<file path="config.mk">
export PLATFORM = sky130hd
export DESIGN_NAME = riscv_mem_arbiter
export DESIGN_NICKNAME = d
export VERILOG_FILES = /design/src/rtl/riscv_mem_arbiter.sv
export SDC_FILE = /design/constraint.sdc
export NUM_CORES = 1
export LEC_CHECK = 0
export ABC_AREA = 1
export CORE_ASPECT_RATIO = 1.2
export CORE_MARGIN = 5
export CORE_UTILIZATION = 40
export CTS_CLUSTER_SIZE = 12
export DETAILED_ROUTE_END_ITERATION = 10
export PLACE_DENSITY = 0.82
export SYNTH_ARGS = -nofsm -noshare
export SYNTH_HDL_FRONTEND = slang
export SYNTH_SLANG_ARGS = --single-unit
</file>
<file path="constraint.sdc">
create_clock -name clk -period 7 [get_ports clk]
set_clock_uncertainty 0.15 [all_clocks]
set_input_delay 1.4 -clock clk [delete_from_list [all_inputs] [get_ports clk]]
set_output_delay 1.4 -clock clk [all_outputs]
set_load 0.05 [all_outputs]
</file>
<file path="src/rtl/riscv_mem_arbiter.sv">
// Time-multiplexes instruction fetch and data access of a single-cycle RISC-V core
// onto one shared memory port: FETCH -> DATA -> EXEC, with a per-access wait timeout.
module riscv_mem_arbiter #(
  parameter int ADDR_W  = 32,
  parameter int DATA_W  = 32,
  parameter int TIMEOUT = 255
) (
  input  logic              clk,
  input  logic              rst,
  input  logic [ADDR_W-1:0] core_pc,
  output logic [DATA_W-1:0] core_instr,
  input  logic [ADDR_W-1:0] core_addr,
  input  logic [DATA_W-1:0] core_wdata,
  output logic [DATA_W-1:0] core_rdata,
  input  logic              core_mem_read,
  input  logic              core_mem_write,
  output logic              core_stall,
  output logic              mem_req,
  output logic              mem_we,
  output logic [ADDR_W-1:0] mem_addr,
  output logic [DATA_W-1:0] mem_wdata,
  input  logic [DATA_W-1:0] mem_rdata,
  input  logic              mem_ready,
  output logic              bus_err,
  output logic [31:0]       retire_count
);

  localparam int CW = (TIMEOUT < 1) ? 1 : $clog2(TIMEOUT + 1);
  localparam logic [CW-1:0]     TO_LAST = CW'(TIMEOUT - 1);
  localparam logic [DATA_W-1:0] NOP     = DATA_W'(32'h0000_0013);

  typedef enum logic [1:0] {
    S_FETCH = 2'd0,
    S_DATA  = 2'd1,
    S_EXEC  = 2'd2
  } state_e;

  state_e            state_q, state_d;
  logic [DATA_W-1:0] instr_q, instr_d;
  logic [DATA_W-1:0] rdata_q, rdata_d;
  logic              err_q, err_d;
  logic [CW-1:0]     cnt_q, cnt_d;
  logic [31:0]       retire_q, retire_d;

  logic              req, we, stall;
  logic [ADDR_W-1:0] addr;
  logic [DATA_W-1:0] wdata;
  logic              data_acc;
  logic              load_only;
  logic              timeout_hit;

  always_ff @(posedge clk or posedge rst) begin
    if (rst) begin
      state_q  <= S_FETCH;
      instr_q  <= NOP;
      rdata_q  <= '0;
      err_q    <= 1'b0;
      cnt_q    <= '0;
      retire_q <= '0;
    end else begin
      state_q  <= state_d;
      instr_q  <= instr_d;
      rdata_q  <= rdata_d;
      err_q    <= err_d;
      cnt_q    <= cnt_d;
      retire_q <= retire_d;
    end
  end

  always_comb begin
    state_d     = state_q;
    instr_d     = instr_q;
    rdata_d     = rdata_q;
    err_d       = err_q;
    cnt_d       = cnt_q;
    retire_d    = retire_q;
    req         = 1'b0;
    we          = 1'b0;
    stall       = 1'b1;
    addr        = '0;
    wdata       = '0;
    data_acc    = core_mem_read | core_mem_write;
    // Write wins when both are decoded, so only a pure load updates core_rdata.
    load_only   = core_mem_read & ~core_mem_write;
    timeout_hit = 1'b0;

    case (state_q)
      S_FETCH: begin
        req         = 1'b1;
        addr        = core_pc;
        timeout_hit = ~mem_ready && (cnt_q == TO_LAST);
        if (mem_ready) begin
          instr_d = mem_rdata;
          cnt_d   = '0;
          state_d = S_DATA;
        end else if (timeout_hit) begin
          instr_d = NOP;
          err_d   = 1'b1;
          cnt_d   = '0;
          state_d = S_DATA;
        end else begin
          cnt_d = cnt_q + CW'(1);
        end
      end

      S_DATA: begin
        if (!data_acc) begin
          cnt_d   = '0;
          state_d = S_EXEC;
        end else begin
          req         = 1'b1;
          we          = core_mem_write;
          addr        = core_addr;
          wdata       = core_wdata;
          timeout_hit = ~mem_ready && (cnt_q == TO_LAST);
          if (mem_ready) begin
            if (load_only) rdata_d = mem_rdata;
            cnt_d   = '0;
            state_d = S_EXEC;
          end else if (timeout_hit) begin
            // Abandoned load returns zero; abandoned store is simply dropped.
            if (load_only) rdata_d = '0;
            err_d   = 1'b1;
            cnt_d   = '0;
            state_d = S_EXEC;
          end else begin
            cnt_d = cnt_q + CW'(1);
          end
        end
      end

      S_EXEC: begin
        stall    = 1'b0;
        retire_d = retire_q + 32'd1;
        cnt_d    = '0;
        state_d  = S_FETCH;
      end

      default: begin
        cnt_d   = '0;
        state_d = S_FETCH;
      end
    endcase
  end

  // Request qualifiers are gated by rst so a reset mid-access drops the bus immediately.
  assign mem_req      = req & ~rst;
  assign mem_we       = we & ~rst;
  assign mem_addr     = rst ? '0 : addr;
  assign mem_wdata    = rst ? '0 : wdata;
  assign core_stall   = stall;
  assign core_instr   = instr_q;
  assign core_rdata   = rdata_q;
  assign bus_err      = err_q;
  assign retire_count = retire_q;

endmodule

</file>
==> summary.txt, run 1 <==
Outcome
  – Outcome: complete, no violations

Worst setup path
  – R2R depth: 8
  – Critical path's slowest cell: clkdlybuf4s50_1
  – Cell family with most CP delay: buffers and inverters
  – Endpoint class of the critical path: primary output
  – CP endpoint: mem_addr[31]
  – R2R setup slack: roughly 4.6 ns
  – Worst Path Max Fanout: 20
  – CP bufs+invs: 3
  – Worst Setup SP: core_mem_write
  – Crit path arrival time: ~3.9 ns
  – Crit path launch type: primary input
  – Critical Path Stages: 7
  – Slowest Stage Delay on Critical Path: about 0.8 ns
  – R2R Path Start: cnt_q[0]
  – CP Cell Sequence: clkdlybuf4s50_1 > nor2_1 > nor2_2 > buf_4 > a22oi_1 > nor2_1 > clkdlybuf4s50_1
  – Reg2reg end: core_instr[21]
  – CP required: around 5.5 ns
  – WS Path Type: in2out

Place
  – Post-DP Area: about 8900 um^2
  – PortBufs: approximately 300
  – Final GP Congestion: 0.915
  – Setup slack at placement: 1.59 ns
  – Post-DP HPWL: 17.1 mm

Yosys
  – Net Count, Synth: around 800
  – Ys flop type: dfrtp_1
  – Average instance area after synthesis: about 8 um^2
  – EDFF count, synth: 0
  – Synthesized cell area: 5500 um^2
  – Library cells used by synthesis: 28
  – Mapped Cells: ~690
  – Sequential-to-total area share from yosys stat: 0.488
  – FF+latch count, synth: approximately 110
  – Async S/R FF share, synth: 1.00
  – Synth warn: 0

Detailed routing
  – Routed length per instance: 18.4 um
  – Final ANT Viol Nets: 0
  – DR vias/cell: ~5
  – # DRC: 0
  – Via Count: about 5700
  – WL final: roughly 21 mm
  – Pre-antenna DRT Iters: 5
  – Initial DRC count: around 480

Die
  – Die height: ~140 um
  – IO Pins: 297
  – Initial core utilization: 0.403
  – Die area: 16200 um^2
  – Std-Cell Rows: 47
  – Core box area: 13600 um^2
  – Die X: around 120 um

Finish
  – Fillcell total: between 1000 and 1500
  – Layout cell share with drive strength beyond 1: 0.107
  – Most frequent cells in the layout: clkdlybuf4s50_1 (264), nand2_1 (173), nor2_1 (116), dfrtp_1 (104), inv_1 (69)
  – Commonest non-fill, non-tap cell in the layout: clkdlybuf4s50_1
  – Finished Cell Area: 9150 um^2
  – Area Overhead vs Synth: 66.4%
  – # nets final: approximately 1100

Clock network
  – CTS H-tree lvls: 3
  – Max clock buf depth: 2
  – CTS tree: done
  – CTS hold repair buffers: 0
  – Clock sink count: 107
  – Clock slew at reported path FFs: 0.07 ns
  – Post_cts resized: 0
  – Clock latency on the worst-skew pair: around 0.35 ns
  – Clock Root Buffer: clkbuf_16
  – CTS Buf Count: 9
  – Setup repair bufs after CTS: 0

GRT
  – Antenna violations before repair: 4
  – Grt total ovfl: 0
  – Total track usage: 0.260
  – Largest net degree at the start of global routing: 63
  – First-pass GRT wire length: approximately 32 mm
  – Vias in the first global route: 5715

Timing
  – WHS: 0.331 ns
  – Fmax: ~0.18 GHz
  – RSZ-0062 raised after global routing: no
  – Slew at the pin closest to its max-slew limit: approximately 1.1 ns
  – Minimum clock period: 5.43 ns
  – Final slew viol count: 0
  – Minimum setup slack in the final design: between 1.5 and 2 ns
  – Final hold violation count: 0
  – Number of setup violations in the final report: 0
  – Final Cycle Share: 0.775
  – Setup TNS Final: 0 ns
  – Relative slew slack: 0.277

Worst hold path
  – Hold crit path type: reg2reg
  – Hold Crit Depth: 2

Flow run
  – Max-cap violations: 0

Pwr
  – VDD IR max: around 0.36 mV
  – PwrDens: between 400 and 500 nW/um^2
  – P_leak: roughly 4.1 nW
through the flow:
step / util / instances / power (mW)
after global routing: 0.671 / 1146 / 3.88
after floorplan: - / 685 / 2.43
final: 0.671 / 1146 / 3.71
after global placement: 0.652 / 1130 / 3.23
after CTS: 0.671 / 1145 / 3.74
after detailed placement: 0.652 / 1130 / 3.27
area by class of cell:
class,count,area [um^2],share of cell area
clock buffer,10,229,0.0250
clock inverter,5,31.3,0.00342
inverter,71,269,0.0294
antenna,1,2.50,0.000273
multi-input combinational,477,2380,0.260
sequential,107,2680,0.293
tap,171,214,0.0234
timing repair buffer,304,3340,0.365
report_power, final:
part           switching, mW  leakage, nW  internal (mW)
combinational           1.54         2.50          0.751
clock                  0.224        0.128          0.238
sequential             0.135         1.42          0.829
worst min path at each step:
stage          slack [ns]        endpoint           start
2_1_floorplan        0.32        cnt_q[7]        cnt_q[7]
3_5_place_dp         0.32  core_instr[16]  core_instr[16]
6_report             0.33  core_instr[16]  core_instr[16]
4_1_cts              0.33  core_instr[16]  core_instr[16]
5_1_grt              0.35  core_instr[16]  core_instr[16]
3_3_place_gp         0.31   core_rdata[0]   core_rdata[0]
routing by layer:
metal	global-route usage	part of all wire	vias up	wire, um
met5	0	0.0019	-	40
met1	0.314	0.38	2659	8070
met4	0.0990	0.034	6	726
met2	0.423	0.48	268	10100
met3	0.0909	0.10	47	2120
li1	-	-	2751	-
Yosys cell counts (4+ instances only):
library cell	n	area share
nand2_2	13	0.015
dfrtp_1	104	0.47
o21ai_2	22	0.035
nand3_1	24	0.022
nor2_1	117	0.080
o21ai_0	4	0.0036
xnor2_1	12	0.019
nand4_1	9	0.010
buf_6	6	0.012
nor2_2	4	0.0045
buf_2	13	0.012
nand2_1	174	0.12
xor2_1	12	0.019
clkbuf_1	11	0.0075
inv_1	70	0.048
a22oi_1	32	0.044
o21ai_1	38	0.035
logic make-up (layout without fill, tap and decap cells):
family / Yosys count / count (layout) / share of synthesized area
fa+ha+maj: 3 / 3 / 0.00683
simple gates: 351 / 351 / 0.266
buf+inv: 101 / 390 / 0.0801
compound gates: 99 / 99 / 0.121
flops: 107 / 107 / 0.488
xor+xnor: 24 / 24 / 0.0382
other cells: 0 / 1 / 0
registers in the layout (all words and copies together) (netlist names):
name,count
bus_err,1
state_q,2
cnt_q,8
core_rdata,32
retire_count,32
core_instr,32
worst register-to-register path: stages, from the launching register on:
cell	delay (ns)
dfrtp_1	0.43
inv_1	0.06
ha_1	0.23
nand3_4	0.12
nand2_2	0.07
nand2_2	0.56
buf_4	0.52
nand2_1	0.11
o21ai_1	0.11
Note: power is estimated with default switching activity, not from simulation.
==> run 2, diff against run 1 <==
Settings changed: CORE_UTILIZATION 40 to 36, PLACE_DENSITY 0.82 to 0.78.
Clock period 7 ns to 4.7 ns, I/O delays scaled along.
==> summary.txt, run 2 (same netlist as run 1, synthesis figures left out) <==
Detailed routing
  – Routed length per instance: roughly 16 um
  – DR vias/cell: around 4.6
  – Final ANT Viol Nets: 0
  – Pre-antenna DRT Iters: 5
  – # DRC: 0
  – Via Count: roughly 5500
  – Initial DRC count: 444
  – WL final: between 15 and 20 mm

Worst setup path
  – Endpoint class of the critical path: primary output
  – Worst Setup SP: core_mem_read
  – Crit path launch type: primary input
  – Critical path's slowest cell: clkdlybuf4s50_1
  – Most common cell on crit path: nor2_1
  – R2R setup slack: approximately 2.4 ns
  – CP required: about 3.6 ns
  – R2R Path Start: state_q[1]
  – Crit path arrival time: 2.75 ns
  – CP endpoint: mem_addr[9]
  – Worst Path Max Fanout: 23
  – Reg2reg end: core_rdata[25]
  – R2R depth: 6
  – Slowest Stage Delay on Critical Path: roughly 0.49 ns
  – CP Cell Sequence: clkdlybuf4s50_1 > nor2_1 > nor2_2 > buf_4 > a22oi_1 > nor2_1 > buf_12
  – WS Path Type: in2out

Pwr
  – VDD IR max: between 0.5 and 0.6 mV
  – Pwr Total: 5.65 mW
  – PwrDens: between 600 and 700 nW/um^2
  – P_leak: approximately 4.1 nW

GRT
  – Vias in the first global route: about 5300
  – Largest net degree at the start of global routing: 64
  – Total track usage: 0.206
  – First-pass GRT wire length: 29.0 mm
  – Antenna violations before repair: 0
  – Grt total ovfl: 0

Timing
  – Number of setup violations in the final report: 0
  – Setup TNS Final: 0 ns
  – Fmax: 0.260 GHz
  – Slew at the pin closest to its max-slew limit: approximately 1.1 ns
  – Final hold violation count: 0
  – Minimum clock period: around 3.8 ns
  – RSZ-0062 raised after global routing: no
  – Relative slew slack: 0.254
  – Final Cycle Share: 0.817
  – Final slew viol count: 0

Clock network
  – Clock Root Buffer: clkbuf_16
  – CTS Buf Count: 9
  – Max clock buf depth: 2
  – CTS tree: done
  – Clock slew at reported path FFs: 0.07 ns
  – Clock latency on the worst-skew pair: around 0.34 ns
  – CTS hold repair buffers: 0
  – Post_cts resized: 0
  – Clock sink count: 107
  – Setup repair bufs after CTS: 0
  – CTS H-tree lvls: 3

Place
  – Post-DP Area: 8900 um^2
  – Post-DP HPWL: between 10 and 15 mm
  – PortBufs: 296
  – Final GP Congestion: 0.943

Flow run
  – Max-cap violations: 0

Finish
  – Finished Cell Area: 9190 um^2
  – Area Overhead vs Synth: 67.1%
  – Most frequent cells in the layout: clkdlybuf4s50_1 (230), nand2_1 (173), nor2_1 (104), dfrtp_1 (104), inv_1 (69)
  – Layout cell share with drive strength beyond 1: 0.153
  – Commonest non-fill, non-tap cell in the layout: clkdlybuf4s50_1
  – # nets final: approximately 1100
  – # diodes: 0

Die
  – Core box area: between 15000 and 20000 um^2
  – Die area: around 18000 um^2
  – Std-Cell Rows: just under 50
  – IO Pins: just under 300
  – Die height: about 150 um
  – Initial core utilization: 0.366
  – Die X: approximately 120 um

Outcome
  – Outcome: complete, no violations

Worst hold path
  – Hold crit path type: reg2reg
-- run 2: cell type report --
type	instances	area, um^2
inverter	71	270
clock inverter	4	51.3
multi-input combinational	477	2410
fill	1284	5830
clock buffer	11	233
tap	204	255
sequential	107	2680
timing repair buffer	304	3280
-- run 2: report_power, final --
part	switching [mW]	internal (mW)
Sequential	0.203	1.23
Combinational	2.27	1.21
Clock	0.327	0.412
-- run 2: routing by layer --
layer / track usage / routed length (um) / vias to the layer above
met1: 0.254 / 7330 / 2507
met3: 0.0470 / 1370 / 31
met4: 0.0588 / 424 / 0
met2: 0.357 / 9820 / 192
met5: 0 / 0 / -
li1: - / - / 2739
-- run 2: worst max-delay path: cells and delay by family --
family                 cells  cell delay [ns]
AOI/OAI and AO/OA          1             0.13
and+or+nand+nor            3             0.65
buffers and inverters      3             1.02
-- run 2: metrics by stage --
stage          hold WS [ns]  cells  utilization  setup WS, ns
6_report              0.320   1178        0.612         0.859
5_1_grt               0.350   1178        0.612         0.730
4_1_cts               0.326   1178        0.612         0.855
3_5_place_dp          0.311   1163        0.593         0.864
3_3_place_gp          0.303   1163        0.593         0.921
2_1_floorplan         0.316    685            -       -0.0164
-- run 2: worst min path at each step --
stage,to,cells past startpoint,from
after floorplan,cnt_q[7],2,cnt_q[7]
after global placement,core_rdata[0],2,core_rdata[0]
after CTS,core_rdata[0],2,core_rdata[0]
final,core_rdata[0],2,core_rdata[0]
after detailed placement,core_rdata[0],2,core_rdata[0]
after global routing,core_instr[1],2,core_instr[1]
